--- config.mk ---
export PLATFORM = sky130hd
export DESIGN_NAME = axi_lite_slave_regs
export DESIGN_NICKNAME = d
export VERILOG_FILES = /design/src/rtl/pkg_axi_lite.sv /design/src/rtl/axi_lite_addr_decode.sv /design/src/rtl/axi_lite_slave_regs.sv
export SDC_FILE = /design/constraint.sdc
export NUM_CORES = 1
export LEC_CHECK = 0
export BUFFER_PORTS_ARGS = -buffer_cell sky130_fd_sc_hd__clkbuf_2
export CORE_AREA = 2 2 263 265
export CTS_BUF_LIST = sky130_fd_sc_hd__clkbuf_16
export DETAILED_ROUTE_END_ITERATION = 6
export DIE_AREA = 0 0 265 267
export MAX_ROUTING_LAYER = met4
export PLACE_DENSITY = 0.47
export SYNTH_ARGS = -nofsm -noshare
export SYNTH_HDL_FRONTEND = slang
export SYNTH_SLANG_ARGS = --single-unit
--- constraint.sdc ---
create_clock -name aclk -period 2.5 [get_ports aclk]
set_input_delay 0.125 -clock aclk [delete_from_list [all_inputs] [get_ports aclk]]
set_output_delay 0.125 -clock aclk [all_outputs]
set_load 0.02 [all_outputs]
--- src/rtl/pkg_axi_lite.sv ---
// Shared AXI4-Lite definitions: response codes, bus widths and a byte-lane merge helper.
package pkg_axi_lite;

  localparam int AXI_DATA_WIDTH = 32;
  localparam int AXI_ADDR_WIDTH = 32;

  typedef enum logic [1:0] {
    OKAY   = 2'b00,
    EXOKAY = 2'b01,
    SLVERR = 2'b10,
    DECERR = 2'b11
  } axi_resp_t;

  // Replace only the byte lanes whose strobe bit is set.
  function automatic logic [AXI_DATA_WIDTH-1:0] merge_bytes(
    input logic [AXI_DATA_WIDTH-1:0]   old_word,
    input logic [AXI_DATA_WIDTH-1:0]   new_word,
    input logic [AXI_DATA_WIDTH/8-1:0] strb
  );
    logic [AXI_DATA_WIDTH-1:0] res;
    res = old_word;
    for (int b = 0; b < AXI_DATA_WIDTH / 8; b++) begin
      if (strb[b]) res[b*8 +: 8] = new_word[b*8 +: 8];
    end
    return res;
  endfunction

endpackage

--- src/rtl/axi_lite_addr_decode.sv ---
// Combinational register-window decode shared by the write and read address paths.
module axi_lite_addr_decode
  import pkg_axi_lite::*;
#(
  parameter int                ADDR_W    = AXI_ADDR_WIDTH,
  parameter int                NUM_REGS  = 8,
  parameter logic [ADDR_W-1:0] BASE_ADDR = 'h1000,
  parameter int                IDX_W     = (NUM_REGS > 1) ? $clog2(NUM_REGS) : 1
) (
  input  logic [ADDR_W-1:0] addr,
  output logic [IDX_W-1:0]  idx,
  output logic              hit,
  output logic              aligned,
  output axi_resp_t         resp
);

  localparam logic [ADDR_W-1:0] SPAN = ADDR_W'(NUM_REGS * 4);

  logic [ADDR_W-1:0] offset;

  // Offset compare avoids overflow when the window sits at the top of the map.
  assign offset  = addr - BASE_ADDR;
  assign hit     = (addr >= BASE_ADDR) && (offset < SPAN);
  assign aligned = (addr[1:0] == 2'b00);
  assign idx     = offset[IDX_W+1:2];

  always_comb begin
    resp = OKAY;
    if (!hit)          resp = DECERR;
    else if (!aligned) resp = SLVERR;
  end

endmodule

--- src/rtl/axi_lite_slave_regs.sv ---
// AXI4-Lite responder exposing a bank of 32-bit control/status registers.
module axi_lite_slave_regs
  import pkg_axi_lite::*;
#(
  parameter int                        AXI_DATA_WIDTH = 32,
  parameter int                        AXI_ADDR_WIDTH = 32,
  parameter int                        NUM_REGS       = 8,
  parameter logic [AXI_ADDR_WIDTH-1:0] BASE_ADDR      = 32'h0000_1000,
  parameter logic [NUM_REGS-1:0]       RO_MASK        = '0
) (
  input  logic                               aclk,
  input  logic                               areset,
  input  logic [AXI_ADDR_WIDTH-1:0]          s_axi_awaddr,
  input  logic [2:0]                         s_axi_awprot,
  input  logic                               s_axi_awvalid,
  output logic                               s_axi_awready,
  input  logic [AXI_DATA_WIDTH-1:0]          s_axi_wdata,
  input  logic [AXI_DATA_WIDTH/8-1:0]        s_axi_wstrb,
  input  logic                               s_axi_wvalid,
  output logic                               s_axi_wready,
  output axi_resp_t                          s_axi_bresp,
  output logic                               s_axi_bvalid,
  input  logic                               s_axi_bready,
  input  logic [AXI_ADDR_WIDTH-1:0]          s_axi_araddr,
  input  logic [2:0]                         s_axi_arprot,
  input  logic                               s_axi_arvalid,
  output logic                               s_axi_arready,
  output logic [AXI_DATA_WIDTH-1:0]          s_axi_rdata,
  output axi_resp_t                          s_axi_rresp,
  output logic                               s_axi_rvalid,
  input  logic                               s_axi_rready,
  output logic [NUM_REGS*AXI_DATA_WIDTH-1:0] reg_q,
  output logic [NUM_REGS-1:0]                reg_wr_pulse,
  input  logic [NUM_REGS*AXI_DATA_WIDTH-1:0] ro_in
);

  localparam int STRB_W = AXI_DATA_WIDTH / 8;
  localparam int IDX_W  = (NUM_REGS > 1) ? $clog2(NUM_REGS) : 1;

  // Handshakes: a transfer happens on the rising edge where valid && ready are both 1;
  // valid never waits on ready, and bvalid/rvalid with their payload hold until taken.
  logic                                   ready_en;
  logic                                   aw_held;
  logic                                   w_held;
  logic [AXI_ADDR_WIDTH-1:0]              aw_addr_q;
  logic [AXI_DATA_WIDTH-1:0]              w_data_q;
  logic [STRB_W-1:0]                      w_strb_q;
  logic [NUM_REGS-1:0][AXI_DATA_WIDTH-1:0] regs;
  logic [NUM_REGS-1:0][AXI_DATA_WIDTH-1:0] ro_words;

  logic      aw_hs, w_hs, ar_hs, commit;
  logic [IDX_W-1:0] wr_idx, rd_idx;
  logic      wr_hit, wr_aligned, rd_hit, rd_aligned;
  axi_resp_t wr_dec_resp, rd_dec_resp, wr_resp;
  logic      wr_ok, rd_ok;
  logic      unused_prot;

  assign ro_words = ro_in;
  assign reg_q    = regs;

  // ready_en keeps the readies low for one cycle after reset is released.
  assign s_axi_awready = ready_en && !areset && !aw_held;
  assign s_axi_wready  = ready_en && !areset && !w_held;
  assign s_axi_arready = ready_en && !areset && !s_axi_rvalid;

  assign aw_hs  = s_axi_awvalid && s_axi_awready;
  assign w_hs   = s_axi_wvalid && s_axi_wready;
  assign ar_hs  = s_axi_arvalid && s_axi_arready;
  assign commit = aw_held && w_held && (!s_axi_bvalid || s_axi_bready);

  axi_lite_addr_decode #(
    .ADDR_W    (AXI_ADDR_WIDTH),
    .NUM_REGS  (NUM_REGS),
    .BASE_ADDR (BASE_ADDR),
    .IDX_W     (IDX_W)
  ) u_wr_decode (
    .addr    (aw_addr_q),
    .idx     (wr_idx),
    .hit     (wr_hit),
    .aligned (wr_aligned),
    .resp    (wr_dec_resp)
  );

  axi_lite_addr_decode #(
    .ADDR_W    (AXI_ADDR_WIDTH),
    .NUM_REGS  (NUM_REGS),
    .BASE_ADDR (BASE_ADDR),
    .IDX_W     (IDX_W)
  ) u_rd_decode (
    .addr    (s_axi_araddr),
    .idx     (rd_idx),
    .hit     (rd_hit),
    .aligned (rd_aligned),
    .resp    (rd_dec_resp)
  );

  assign wr_ok   = wr_hit && wr_aligned && !RO_MASK[wr_idx];
  assign wr_resp = (wr_dec_resp == OKAY && RO_MASK[wr_idx]) ? SLVERR : wr_dec_resp;
  assign rd_ok   = rd_hit && rd_aligned;

  assign unused_prot = ^{s_axi_awprot, s_axi_arprot};

  always_ff @(posedge aclk) begin
    if (areset) begin
      ready_en     <= 1'b0;
      aw_held      <= 1'b0;
      w_held       <= 1'b0;
      aw_addr_q    <= '0;
      w_data_q     <= '0;
      w_strb_q     <= '0;
      s_axi_bvalid <= 1'b0;
      s_axi_bresp  <= OKAY;
    end else begin
      ready_en <= 1'b1;
      if (commit) begin
        aw_held <= 1'b0;
      end else if (aw_hs) begin
        aw_held   <= 1'b1;
        aw_addr_q <= s_axi_awaddr;
      end
      if (commit) begin
        w_held <= 1'b0;
      end else if (w_hs) begin
        w_held   <= 1'b1;
        w_data_q <= s_axi_wdata;
        w_strb_q <= s_axi_wstrb;
      end
      if (commit) begin
        s_axi_bvalid <= 1'b1;
        s_axi_bresp  <= wr_resp;
      end else if (s_axi_bready) begin
        s_axi_bvalid <= 1'b0;
      end
    end
  end

  always_ff @(posedge aclk) begin
    if (areset) begin
      regs         <= '0;
      reg_wr_pulse <= '0;
    end else begin
      reg_wr_pulse <= '0;
      if (commit && wr_ok) begin
        regs[wr_idx]         <= merge_bytes(regs[wr_idx], w_data_q, w_strb_q);
        reg_wr_pulse[wr_idx] <= 1'b1;
      end
    end
  end

  // rdata samples regs before any same-edge commit, so a colliding read sees the old value.
  always_ff @(posedge aclk) begin
    if (areset) begin
      s_axi_rvalid <= 1'b0;
      s_axi_rresp  <= OKAY;
      s_axi_rdata  <= '0;
    end else if (ar_hs) begin
      s_axi_rvalid <= 1'b1;
      s_axi_rresp  <= rd_dec_resp;
      if (!rd_ok)                s_axi_rdata <= '0;
      else if (RO_MASK[rd_idx])  s_axi_rdata <= ro_words[rd_idx];
      else                       s_axi_rdata <= regs[rd_idx];
    end else if (s_axi_rready) begin
      s_axi_rvalid <= 1'b0;
    end
  end

endmodule

After elaboration in Yosys (flattened, before gate mapping):

Memories as Yosys holds them, arrays and structs flattened.
Index checks and enable logic that the tools add are counted.

* add/sub/neg operators: 2
* magnitude comparators: 7
* muxes and demuxes: 37
* bitwise logic cells: 2
* reductions and logical operators: 33

Operator list (number)
* $bmux 32 s3: 3
* $bwmux 256: 1
* $mux 32: 6
* $demux 32 s3: 1
* $mux 8: 12
* $ge 32x13->1 const B: 2
* $lt 32x6->1 const B: 2
* $sub 32x13->32 const B: 2
* $logic_and 1x1->1: 17
* $mux 2: 5
* $lt 3x4->1 const B: 2
* $mux 1: 8
* $logic_not 1->1: 6
* $logic_not 2->1: 3
* $reduce_and 2->1: 2
* $reduce_bool 2->1: 2
* $reduce_or 2->1: 2
* $demux 1 s3: 1
* $ge 3x1->1 const B: 1
* $not 1->1: 2
* $logic_or 1x1->1: 1

* register bits after elaboration: 373
* memory bits (read-only): 16
* output and inout port bits: 305
* word-level logic and storage cells: 103
* memories: 2

Memory list
* (name not given): words 8, bits a word 1, rd ports 1, clocked after Yosys merged registers in 0, wr ports 0, line axi_lite_slave_regs.sv:160 `else if (RO_MASK[rd_idx]) s_axi_rdata <= ro_words[rd_idx];`
* (name not given): words 8, bits a word 1, rd ports 1, clocked after Yosys merged registers in 0, wr ports 0, line axi_lite_slave_regs.sv:98 `assign wr_resp = (wr_dec_resp == OKAY && RO_MASK[wr_idx]) ? SLVERR : wr_dec_resp;`

Logic depth before layout (Yosys ltp):

Gate-level depths: netlist of run 1.

* depth in word-level cells: 9
* depth in mapped cells: 10
* mapped depth without buffers: 5

By module:

From an unflattened synthesis of run 1, not the netlist that was laid out.

* cell total of the unflattened synthesis: 2239
* area, all modules: 19153.4 µm²

Modules (own cells, without submodules)
* axi_lite_slave_regs: instances 1, cells each 2197, area an instance 18815.5 µm²
* axi_lite_addr_decode: instances 2, cells each 21, area an instance 168.9 µm²

Worst setup path before layout of run 1:

No wires, ideal clock.

* path kind: reg2reg
* start: register aw_addr_q[12]
* end: register regs (netlist bit reg_q[102])
* data arrival time: 2157 ps
* slack: 205 ps
* cell stages (with the launch flop): 11
* buffers on the path: 5
* clock period less this slack: 2295 ps
* cells stage by stage: dfxtp_1 -> o41ai_2 -> nand2_1 -> or4_1 -> buf_2 -> buf_6 -> buf_6 -> buf_6 -> buf_6 -> o211ai_1 -> o21ai_0

* longest elaborated chain between the ends: 6
* elaborated cells on any way between the ends: 7

Ends and longest elaborated chain
* start, declared: line axi_lite_slave_regs.sv:45 `logic [AXI_ADDR_WIDTH-1:0] aw_addr_q;`
* start signal, assigned: line axi_lite_slave_regs.sv:119 `aw_addr_q <= s_axi_awaddr;`
* $sub 32x13->32: line axi_lite_addr_decode.sv:22 `assign offset = addr - BASE_ADDR;`
* $lt 32x6->1: line axi_lite_addr_decode.sv:23 `assign hit = (addr >= BASE_ADDR) && (offset < SPAN);`
* $logic_and 1x1->1 (*): line axi_lite_addr_decode.sv:23
* $logic_and 1x1->1 (*) (2 in series): line axi_lite_slave_regs.sv:97 `assign wr_ok = wr_hit && wr_aligned && !RO_MASK[wr_idx];`
* $logic_and 1x1->1 (*): line axi_lite_slave_regs.sv:143 `if (commit && wr_ok) begin`
* end signal, assigned by index: line axi_lite_slave_regs.sv:144 `regs[wr_idx] <= merge_bytes(regs[wr_idx], w_data_q, w_strb_q);`
* end, declared: line axi_lite_slave_regs.sv:48 `logic [NUM_REGS-1:0][AXI_DATA_WIDTH-1:0] regs;`

Mark *: on every way between the ends. The rest lies on a longest branch, timed or not.
A chain may end at the register's enable or synchronous reset.

Final worst setup path of run 1:

* start: register aw_addr_q[12]
* end: register regs (netlist bit reg_q[175])

Same word-level chain as after synthesis.

==> key figures, run 1 <==
Outcome
  – Outcome: finished, violations left
  – Failing checks: design-rule violations

STA
  – Highest clock rate: 406 MHz
  – Final Hold Slack: 53.4 ps
  – Final Cycle Share: between 90 and 100%
  – Final hold violation count: 0
  – Shortest clock period the worst path allows after layout: 2460 ps
  – Final critical-path setup slack: 36.0 ps
  – Fin Setup TNS: 0 ps
  – Relative slew margins: 48.9%
  – Max-slew violations: 0
  – Setup-violating endpoint count in the final report: 0
  – Worst Tran Pin Value: 767 ps
  – Setup repair after global routing missed its margin: yes
  – Setup Skew: 22.8 ps

Setup path
  – Crit Path Max Fanout: 32
  – Worst reg2reg setup slack: 40 ps
  – Worst Path Arrival: 2960 ps
  – Critical Path Max Stage Delay: 520 ps
  – Critical path, cell by cell: buf_4 -> nor4b_2 -> nand4_1 -> buf_4 -> or4_4 -> or2_4 -> o21ai_1
  – Number of buffer and inverter instances along the worst setup path: 2
  – Worst Setup End Kind: flop
  – Classification of the worst setup path: reg -> reg
  – Slowest library cell on the worst path: sky130_fd_sc_hd__or2_4
  – Most prevalent standard cell on the critical path: sky130_fd_sc_hd__buf_4
  – Category of the worst setup path launch point: flop
  – Dominant delay contributor by cell family on the critical path: simple AND/OR/NAND/NOR gates
  – Critical path required time: 2990 ps

Placed design
  – Number of buffers inserted by port buffering: ~400
  – Global placer's final weighted congestion: 0.881
  – Detail Placement HPWL: 59100 um
  – Placed Instance Area: 21500 sq um
  – Post-Place Setup Slack: -112 ps

Synthesis
  – Adder-cell area share of the yosys netlist: 0%
  – Xor and xnor area share after synthesis: 0.0491%
  – Commonest cells in the netlist: sky130_fd_sc_hd__dfxtp_1 (373), sky130_fd_sc_hd__o21ai_0 (229), sky130_fd_sc_hd__nand2_1 (225)
  – Share of the yosys chip area belonging to registers: 41.8%
  – Cell area after synthesis: 17800 sq um
  – Share of synthesized registers carrying an async set or reset: 0%
  – Most repeated cell in the gate-level netlist after synthesis: sky130_fd_sc_hd__dfxtp_1
  – Number of instances in the synthesized netlist: 1950
  – Distinct cells, synth: 54
  – Largest family of logic cells by synthesized area: compound AO/OA/AOI/OAI gates
  – Count of state elements after synthesis: 373
  – Top flip-flop cell by instance count after synthesis: sky130_fd_sc_hd__dfxtp_1
  – Yosys synthesis warning count: 0
  – Post-Synth Simple-Gate Area: 13.1%
  – Post-synth EDFFs: 0
  – Top area cells in the synthesized netlist: sky130_fd_sc_hd__dfxtp_1 (42%), sky130_fd_sc_hd__mux4_2 (9.0%), sky130_fd_sc_hd__o21ai_0 (6.4%)
  – Average size of a mapped cell: about 9.2 sq um
  – Fraction of synthesized cell area taken by the top area cell type: 41.8%
  – Cell type contributing the most total cell area after synthesis: sky130_fd_sc_hd__dfxtp_1
  – Portion of netlist area occupied by mux cells: 15.7%
  – Syn Nets: ~2300
  – Share of the synthesized area in compound gates (AO/OA/AOI/OAI): 24.0%

Clocking
  – Clk_lat worst skew: 580 ps
  – Clock transition time at the flip-flop clock pins of the worst setup and hold paths: 60 ps
  – Number of buffers created by CTS: 45
  – Sinks on Clock Net: 373
  – CTS tree: done
  – Maximum clock insertion buffer count: 3
  – Number of levels in the clock H-tree: 2
  – CTS root buf: sky130_fd_sc_hd__clkbuf_16

Finish
  – Fin area: 23700 sq um
  – Post-layout nets: 2791
  – Area Overhead vs Synth: 32.8%
  – Final-layout fill cell count: 7004
  – Fraction of final layout cells sized beyond drive strength 1: between 30% and 40%

Pwr
  – Power Dens Cells: about 560 nW/um^2
  – Total power of the final layout: 13.3 mW
  – Maximum ir drop on the vdd rail: 0.544 mV
  – Static Leak: roughly 9.3 nW

Global route
  – Congestion Overflow GR: 0
  – Maximum number of pins on one net before global-route repair: 93
  – Via count of the first global-routing pass: 17700
  – Overall Global Routing Usage: 24.7%
  – Initial antenna violation count: 7
  – Global-route wire length before repair: 126000 um

Detailed routing
  – Total number of vias: approximately 18000
  – Vias per std cell: 5.48
  – 1st-iter DRT viols: ~1700
  – Remaining DRCs: 1
  – Detailed-route wire length per cell: 26.5 um
  – Count of antenna-violating nets left after detailed routing: 0
  – Overall routed net length: 88500 um
  – Pre-antenna DRT Iters: 7

Floorplan
  – Die area: 70800 sq um
  – Number of primary I/O pins: 674
  – Std cell rows: 96
  – Starting density of the core: 26.3%
  – Core region area: 68000 sq um
  – Chip Width: 265 um
  – Die boundary height: approximately 270 um

Worst hold path
  – Worst hold path type: in -> reg

Flow run
  – Max-cap check violation count: 0
[tightest hold or removal path, cell delays in order]
cell	delay, ps
sky130_fd_sc_hd__clkbuf_2	90
sky130_fd_sc_hd__and2_2	230
sky130_fd_sc_hd__nand2_1	80
sky130_fd_sc_hd__a21oi_1	50
[kinds of logic after synthesis]
| kind of cell | after synthesis |
|---|---|
| AOI/OAI and AO/OA | 715 |
| xor gates and xnor gates | 1 |
| buffers and inverters | 200 |
| DFF | 373 |
| muxes | 186 |
| and+or+nand+nor | 475 |
[report_power, final]
| part | total, mW | switching [mW] | internal, mW |
|---|---|---|---|
| sequential | 6.04 | 0.0550 | 5.99 |
| clock | 6.18 | 2.71 | 3.47 |
| combinational | 1.06 | 0.650 | 0.414 |
| total | 13.3 | 3.41 | 9.87 |
[routing by layer]
layer | part of all wire (%) | wire length (um) | global-route usage [%]
met5 | 0 | 0 | -
met4 | 3.0 | 2700 | 7.73
met3 | 8.2 | 7290 | 4.89
met2 | 45 | 39500 | 37.6
met1 | 44 | 39100 | 33.1
[registers in the layout, summed over array words and instances (netlist names)]
| register | flops |
|---|---|
| w_held | 1 |
| s_axi_bresp | 2 |
| w_strb_q | 4 |
| w_data_q | 32 |
| reg_q | 256 |
| s_axi_rresp | 2 |
| s_axi_rdata | 32 |
| ready_en | 1 |
| s_axi_rvalid | 1 |
| reg_wr_pulse | 8 |
| s_axi_bvalid | 1 |
| aw_addr_q | 32 |
| aw_held | 1 |
[per-stage QoR]
step	cells	utilization, %
after global routing	3343	34.9
after detailed placement	3180	31.6
final	3343	34.9
after global placement	3180	31.6
after floorplan	1950	-
after CTS	3332	34.7
[area by class of cell]
cell class | count | area [sq um] | share of cell area (%)
clock inverters | 34 | 173 | 0.728
multi-input cells | 1378 | 9620 | 40.6
clock buffers | 47 | 1180 | 4.96
flip-flops and latches | 373 | 7480 | 31.5
diodes | 5 | 12.5 | 0.0528
inverters | 9 | 38.8 | 0.164
repair buffers | 615 | 4110 | 17.3
well taps | 882 | 1100 | 4.66
[timing repair]
action | CTS | global route
gates resized for setup | 2 | 14
endpoints found under the setup margin | 32 | 79
buffers inserted | 0 | 5
endpoints found under the hold margin | 71 | 0
hold buffers | 71 | 0
pin swaps | 0 | 5
cloned | 0 | 1
[final timing paths]
check / cells after the start / endpoint / start
worst max-delay path: 7 / reg_q[175]$_SDFFE_PP0P_ / aw_addr_q[12]$_SDFFE_PP0P_
worst min-delay path: 4 / w_data_q[2]$_SDFFE_PP0P_ / s_axi_wvalid
worst max register to register: 7 / reg_q[175]$_SDFFE_PP0P_ / aw_addr_q[12]$_SDFFE_PP0P_
worst min register to register: 2 / s_axi_rdata[27]$_SDFFE_PP0P_ / s_axi_rdata[27]$_SDFFE_PP0P_
[placed cells by master (no fill, tap or decap), types with 5 or more instances in the layout]
cell type,n
sky130_fd_sc_hd__nor2_1,36
sky130_fd_sc_hd__mux4_2,71
sky130_fd_sc_hd__nor3_1,8
sky130_fd_sc_hd__clkinv_2,5
sky130_fd_sc_hd__mux2i_1,70
sky130_fd_sc_hd__dfxtp_1,370
sky130_fd_sc_hd__nand2_1,223
sky130_fd_sc_hd__clkinv_1,12
sky130_fd_sc_hd__buf_4,106
sky130_fd_sc_hd__o21ai_4,5
sky130_fd_sc_hd__dlygate4sd3_1,71
sky130_fd_sc_hd__a21oi_1,82
sky130_fd_sc_hd__o221ai_1,21
sky130_fd_sc_hd__buf_12,25
sky130_fd_sc_hd__o21ai_0,225
sky130_fd_sc_hd__clkbuf_16,47
sky130_fd_sc_hd__o211ai_1,109
sky130_fd_sc_hd__nand4_1,5
sky130_fd_sc_hd__mux2_2,45
sky130_fd_sc_hd__a221oi_1,41
sky130_fd_sc_hd__clkbuf_2,408
sky130_fd_sc_hd__diode_2,5
sky130_fd_sc_hd__inv_1,20
sky130_fd_sc_hd__buf_6,5
sky130_fd_sc_hd__or2_4,5
sky130_fd_sc_hd__nor4_1,15
sky130_fd_sc_hd__a221o_1,10
sky130_fd_sc_hd__nor2b_1,134
sky130_fd_sc_hd__nand3_1,8
sky130_fd_sc_hd__o21ai_1,176
sky130_fd_sc_hd__a22oi_1,23
(Power assumes the default switching activity.)
==> inputs of run 2 (changes only) <==
--- a/config.mk
+++ b/config.mk
@@ -6,5 +6,5 @@
 export NUM_CORES = 1
 export LEC_CHECK = 0
-export BUFFER_PORTS_ARGS = -buffer_cell sky130_fd_sc_hd__clkbuf_2
+export BUFFER_PORTS_ARGS = -buffer_cell sky130_fd_sc_hd__buf_2
 export CORE_AREA = 2 2 263 265
 export CTS_BUF_LIST = sky130_fd_sc_hd__clkbuf_16
==> constraint.sdc (replaced) <==
create_clock -name aclk -period 2.5 [get_ports aclk]
set_input_delay 0.5 -clock aclk [delete_from_list [all_inputs] [get_ports aclk]]
set_output_delay 0.5 -clock aclk [all_outputs]
set_load 0.02 [all_outputs]
==> run 2 against run 1 <==
Against the previous run:
- the flow now finishes without violations
- clock skew shrank 5.1 ps
- highest routed layer unchanged
- combinational power shrank 8%
- largest cell class unchanged
- sequential power is essentially flat
- core utilization shrank 1.1 points
- wire length shrank 1.2%
- count of clock-buffer cells in the layout shrank 2
- die area is the same
- power shrank 2.3%
- largest power group is now registers
==> key figures, run 2 (same netlist as run 1, synthesis figures left out) <==
Outcome
  – Outcome: complete, no violations

Placed design
  – Global placer's final weighted congestion: roughly 0.9
  – Post-Place Cells: around 3200
  – Number of buffers inserted by port buffering: 411
  – Placed Instance Area: 21500 sq um
  – Post-Place Setup Slack: -261 ps
  – Detail Placement HPWL: roughly 59000 um

Detailed routing
  – Vias per std cell: 5.47
  – Overall routed net length: 87500 um
  – Pre-antenna DRT Iters: 5
  – Detailed-route wire length per cell: ~27 um
  – Count of antenna-violating nets left after detailed routing: 0
  – Remaining DRCs: 0
  – Total number of vias: around 18000
  – 1st-iter DRT viols: 1795

STA
  – Shortest clock period the worst path allows after layout: 2450 ps
  – Worst Tran Pin Value: 775 ps
  – Final Hold Slack: ~170 ps
  – Setup repair after global routing missed its margin: no
  – Final Cycle Share: roughly 98%
  – Setup-violating endpoint count in the final report: 0
  – Setup Skew: about 18 ps
  – Highest clock rate: 408 MHz
  – Final critical-path setup slack: 48.9 ps
  – Relative slew margins: around half
  – Fin Setup TNS: 0 ps
  – Final hold violation count: 0
  – Max-slew violations: 0

Clocking
  – Number of buffers created by CTS: 45
  – Maximum clock insertion buffer count: 3
  – CTS tree: done
  – Sinks on Clock Net: 373
  – Clock transition time at the flip-flop clock pins of the worst setup and hold paths: approximately 60 ps
  – Number of levels in the clock H-tree: 2
  – CTS root buf: sky130_fd_sc_hd__clkbuf_16
  – Clk_lat worst skew: about 570 ps

Setup path
  – Worst Setup End Kind: flop
  – Start of the worst register-to-register path: aw_addr_q[15]$_SDFFE_PP0P_
  – Worst reg-to-reg path cell count: 6
  – Classification of the worst setup path: reg -> reg
  – Worst reg2reg endpoint: reg_q[191]$_SDFFE_PP0P_
  – Critical path origin: aw_addr_q[15]$_SDFFE_PP0P_
  – Worst Path Arrival: 2860 ps
  – Crit Path Max Fanout: around 110
  – Critical path endpoint: reg_q[191]$_SDFFE_PP0P_
  – Critical path required time: 2910 ps
  – Worst reg2reg setup slack: 50 ps
  – Category of the worst setup path launch point: flop

Finish
  – Final-layout fill cell count: 7061
  – Final core occ: ~34%
  – Post-layout nets: 2724
  – Fraction of final layout cells sized beyond drive strength 1: 31.9%
  – Top library cells by usage in the layout, fill and taps aside: sky130_fd_sc_hd__buf_2 (408), sky130_fd_sc_hd__dfxtp_1 (369), sky130_fd_sc_hd__o21ai_0 (227), sky130_fd_sc_hd__nand2_1 (223), sky130_fd_sc_hd__o21ai_1 (174)
  – Fin area: 23000 sq um
  – Area of combinational cells with multiple inputs: about 9700 sq um
  – Area Overhead vs Synth: 28.8%
  – Max reg flops: ~260
  – Final instance count without filler cells: 3279
  – Sequential cell area: between 7000 and 8000 sq um
  – Most common cell after layout, fill and taps aside: sky130_fd_sc_hd__buf_2

Pwr
  – Clock network power share: between 40% and 50%
  – Total power of the final layout: 13.0 mW
  – Maximum ir drop on the vdd rail: approximately 0.42 mV
  – Switching power: 3.33 mW
  – Switching Fraction: about a quarter
  – Static Leak: between 9 and 10 nW
  – Power Dens Cells: around 570 nW/um^2
  – Sequential Power Share: a little under half
  – Comb power frac: under 10%
  – Internal power: 9.66 mW

Floorplan
  – Chip Width: between 200 and 300 um
  – Starting density of the core: about a quarter
  – Number of primary I/O pins: 674
  – Std cell rows: 96
  – Die boundary height: 267 um
  – Core region area: 68000 sq um
  – Die area: 70800 sq um

Worst hold path
  – Worst hold path type: in -> reg

Global route
  – Congestion Overflow GR: 0
  – Overall Global Routing Usage: 24.7%
  – Via count of the first global-routing pass: between 15000 and 20000
  – Maximum number of pins on one net before global-route repair: 110
  – Initial antenna violation count: 13
  – Global-route wire length before repair: 125000 um

Flow run
  – Max-cap check violation count: 0
==> run 2: changes by cell type in the layout (fill, tap and decap cells not counted), sizes merged, moves of 4 or more <==
cell and delta:
buf +411, clkbuf -410, dlygate4sd3 -71, clkinv +5
diode +5, inv -4
==> run 2: area by class of cell <==
cell class	count	share of cell area, %
diodes	10	0.109
well taps	882	4.80
flip-flops and latches	373	32.5
inverters	9	0.158
repair buffers	547	14.7
clock inverters	34	0.713
multi-input cells	1379	42.0
clock buffers	45	4.90
==> run 2: worst min-delay path by stage <==
stage	from	to	slack, ps	depth (start not counted)
floorplan	w_data_q[10]$_SDFFE_PP0P_	w_data_q[10]$_SDFFE_PP0P_	440	2
global route	s_axi_wdata[23]	w_data_q[23]$_SDFFE_PP0P_	150	3
finish	s_axi_awaddr[11]	aw_addr_q[11]$_SDFFE_PP0P_	170	3
global placement	s_axi_rdata[16]$_SDFFE_PP0P_	s_axi_rdata[16]$_SDFFE_PP0P_	430	2
CTS	s_axi_wdata[23]	w_data_q[23]$_SDFFE_PP0P_	140	3
detailed placement	s_axi_rdata[27]$_SDFFE_PP0P_	s_axi_rdata[27]$_SDFFE_PP0P_	440	2
==> run 2: critical path, stage by stage, from the launching register on <==
cell and delay, ps:
sky130_fd_sc_hd__dfxtp_1 340, sky130_fd_sc_hd__nor4_4 400, sky130_fd_sc_hd__nand3_4 180, sky130_fd_sc_hd__or4_4 610, sky130_fd_sc_hd__buf_12 220, sky130_fd_sc_hd__o211ai_1 270
sky130_fd_sc_hd__o21ai_0 110
==> run 2: power groups by stage <==
stage	logic, mW	registers, mW	clock network [mW]
2_1_floorplan	0.462	6.15	0
3_3_place_gp	0.931	6.17	0
3_5_place_dp	0.939	6.17	0
4_1_cts	0.955	6.04	6.09
5_1_grt	1.03	6.04	6.32
6_report	0.970	6.04	5.98
==> run 2: timing repair <==
action | 4_1_cts | 5_1_grt
endpoints found under the setup margin | 12 | 188
setup buffers | 1 | 4
cloned | 2 | 0
gates resized for setup | 4 | 13
hold buffers | 0 | 0
pin swaps | 3 | 4
==> run 2: per-layer routing <==
layer | vias up | routed length [um] | part of all wire, % | track usage [%]
met5 | - | 0 | 0 | -
met4 | 0 | 2650 | 3.0 | 7.10
met3 | 145 | 8140 | 9.3 | 6.58
met2 | 913 | 38900 | 44 | 37.6
met1 | 8837 | 37800 | 43 | 32.2
li1 | 8050 | - | - | -
==> inputs of run 3 (changes only) <==
BUFFER_PORTS_ARGS = -buffer_cell sky130_fd_sc_hd__buf_4   (was -buffer_cell sky130_fd_sc_hd__buf_2)
==> run 3 against run 2 <==
Against the previous run:
- sequential share of layout area shrank 1.6 points
- highest routed layer unchanged
- largest cell class unchanged
- largest power group is now the clock network
- sequential power about the same
- power rose by 3.5%
- wire length grew 1.8%
- design area is 5.1% higher
- core utilization increased by 1.7 points
- combinational power up 4%
- critical path type unchanged
- count of clock-buffer cells in the layout is 4 higher
==> key figures, run 3 (same netlist as run 1, synthesis figures left out) <==
Finish
  – Max reg flops: around 260
  – Area Overhead vs Synth: 35.4%
  – Fin area: about 24000 sq um
  – Fraction of final layout cells sized beyond drive strength 1: ~32%
  – Most common cell after layout, fill and taps aside: sky130_fd_sc_hd__buf_4
  – Post-layout nets: 2729
  – Final core occ: 35.5%
  – Top library cells by usage in the layout, fill and taps aside: sky130_fd_sc_hd__buf_4 (524), sky130_fd_sc_hd__dfxtp_1 (370), sky130_fd_sc_hd__nand2_1 (224), sky130_fd_sc_hd__o21ai_0 (219), sky130_fd_sc_hd__o21ai_1 (181)
  – Final-layout fill cell count: 6943

Setup path
  – Critical path required time: roughly 3000 ps
  – Worst Setup End Kind: flop
  – Critical path, cell by cell: or3_1 -> o311a_1 -> buf_12 -> o21bai_4 -> or2_4 -> o21ai_0
  – Worst reg-to-reg path cell count: 6
  – Worst reg2reg endpoint: reg_q[95]$_SDFFE_PP0P_
  – Classification of the worst setup path: reg -> reg
  – Category of the worst setup path launch point: flop
  – Worst reg2reg setup slack: between 80 and 90 ps
  – Worst Path Arrival: 2860 ps
  – Crit Path Max Fanout: 32
  – Start of the worst register-to-register path: aw_addr_q[12]$_SDFFE_PP0P_
  – Slowest library cell on the worst path: sky130_fd_sc_hd__or2_4
  – Critical Path Max Stage Delay: slightly above 600 ps

Global route
  – Global-route wire length before repair: 126000 um
  – Initial antenna violation count: 13
  – Overall Global Routing Usage: 24.7%
  – Maximum number of pins on one net before global-route repair: ~110
  – Via count of the first global-routing pass: 17700
  – Congestion Overflow GR: 0

Worst hold path
  – End point of the worst hold path: w_data_q[21]$_SDFFE_PP0P_
  – Worst hold path type: in -> reg
  – Hold Startpoint: s_axi_wdata[21]
  – Worst hold path cell count: 3

Detailed routing
  – Vias per std cell: 5.51
  – Pre-antenna DRT Iters: 5
  – 1st-iter DRT viols: 1878
  – Remaining DRCs: 0
  – Overall routed net length: 89000 um
  – Total number of vias: 18100
  – Count of antenna-violating nets left after detailed routing: 0
  – Detailed-route wire length per cell: approximately 27 um

Floorplan
  – Die area: 70800 sq um
  – Starting density of the core: 26.3%
  – Number of primary I/O pins: 674
  – Std cell rows: between 90 and 100
  – Chip Width: 265 um
  – Die boundary height: 267 um
  – Core region area: between 60000 and 70000 sq um

Placed design
  – Detail Placement HPWL: 59700 um
  – Placed Instance Area: 22600 sq um
  – Number of buffers inserted by port buffering: 411
  – Global placer's final weighted congestion: 0.877

Clocking
  – CTS tree: done
  – Number of levels in the clock H-tree: 2
  – Clock transition time at the flip-flop clock pins of the worst setup and hold paths: 60 ps
  – Clk_lat worst skew: around 590 ps
  – CTS root buf: sky130_fd_sc_hd__clkbuf_16
  – Number of hold buffers added after cts: 0
  – Maximum clock insertion buffer count: 3
  – Sinks on Clock Net: roughly 370
  – Number of buffers created by CTS: 46

STA
  – Fin Setup TNS: 0 ps
  – Final hold violation count: 0
  – Shortest clock period the worst path allows after layout: 2420 ps
  – Setup Skew: between 20 and 30 ps
  – Max-slew violations: 0
  – Worst Tran Pin Value: between 900 and 1000 ps
  – Setup repair after global routing missed its margin: yes
  – Final Cycle Share: a little over nine tenths
  – Setup-violating endpoint count in the final report: 0
  – Relative slew margins: ~36%
  – Highest clock rate: 414 MHz

Pwr
  – Power Dens Cells: 556 nW/um^2
  – Static Leak: 9.33 nW
  – Maximum ir drop on the vdd rail: 0.383 mV

Flow run
  – Max-cap check violation count: 0

Outcome
  – Outcome: complete, no violations
==> run 3: changes by cell type in the layout (fill, tap and decap cells not counted), moves of 5 or more <==
cell	change
sky130_fd_sc_hd__buf_2	-408
sky130_fd_sc_hd__o21ai_1	+7
sky130_fd_sc_hd__o21ai_0	-8
sky130_fd_sc_hd__buf_4	+410
sky130_fd_sc_hd__clkbuf_16	+5
==> run 3: timing repair <==
item,in CTS,in global routing
resized for setup,0,25
buffers inserted,0,4
setup endpoints to repair,0,96
==> run 3: report_power, final <==
part / internal (mW) / switching (mW) / total, mW
Sequential: 5.99 / 0.0520 / 6.04
Combinational: 0.390 / 0.620 / 1.01
Clock: 3.71 / 2.68 / 6.39
Total: 10.1 / 3.36 / 13.4
==> run 3: worst max-delay path: cells and delay by family (launching register included) <==
kind,cells,cell delay [ps]
AOI/OAI and AO/OA,3,720
and+or+nand+nor,2,1020
DFF,1,370
buffers and inverters,1,170
==> run 3: worst max path at each step <==
stage                                     from                           to  slack [ps]
floorplan                     s_axi_araddr[17]  s_axi_rresp[1]$_SDFFE_PP0P_          40
global placement              s_axi_araddr[10]  s_axi_rdata[8]$_SDFFE_PP0P_        -230
detailed placement            s_axi_araddr[10]  s_axi_rdata[9]$_SDFFE_PP0P_        -250
CTS                 aw_addr_q[12]$_SDFFE_PP0P_      reg_q[191]$_SDFFE_PP0P_           4
global route        aw_addr_q[12]$_SDFFE_PP0P_      reg_q[102]$_SDFFE_PP0P_          -3
finish              aw_addr_q[12]$_SDFFE_PP0P_       reg_q[95]$_SDFFE_PP0P_          80
==> run 3: layout make-up <==
type                            count  area [sq um]  share of cell area, %
Sequential cell                   373          7480                   31.0
Antenna cell                       13          32.5                  0.135
Clock inverter                     34           196                  0.813
Multi-Input combinational cell   1379          9620                   39.8
Tap cell                          882          1100                   4.57
Inverter                            9          38.8                  0.161
Clock buffer                       49          1230                   5.07
Timing Repair Buffer              551          4470                   18.5
==> run 3: layer usage <==
layer | vias up | wire length, um | GRT usage [%]
li1 | 8078 | - | -
met1 | 8890 | 37100 | 31.7
met2 | 980 | 40000 | 37.7
met3 | 192 | 8810 | 6.18
met4 | 0 | 3170 | 9.04
met5 | - | 0 | -
==> run 3: stage by stage <==
stage	instances	setup WS (ps)	hold WS [ps]	power, mW
after floorplan	1950	38.1	436	6.61
after global placement	3188	-225	440	7.15
after detailed placement	3188	-245	445	7.16
after CTS	3271	3.81	137	13.6
after global routing	3289	-2.80	164	13.9
final	3290	82.7	163	13.4
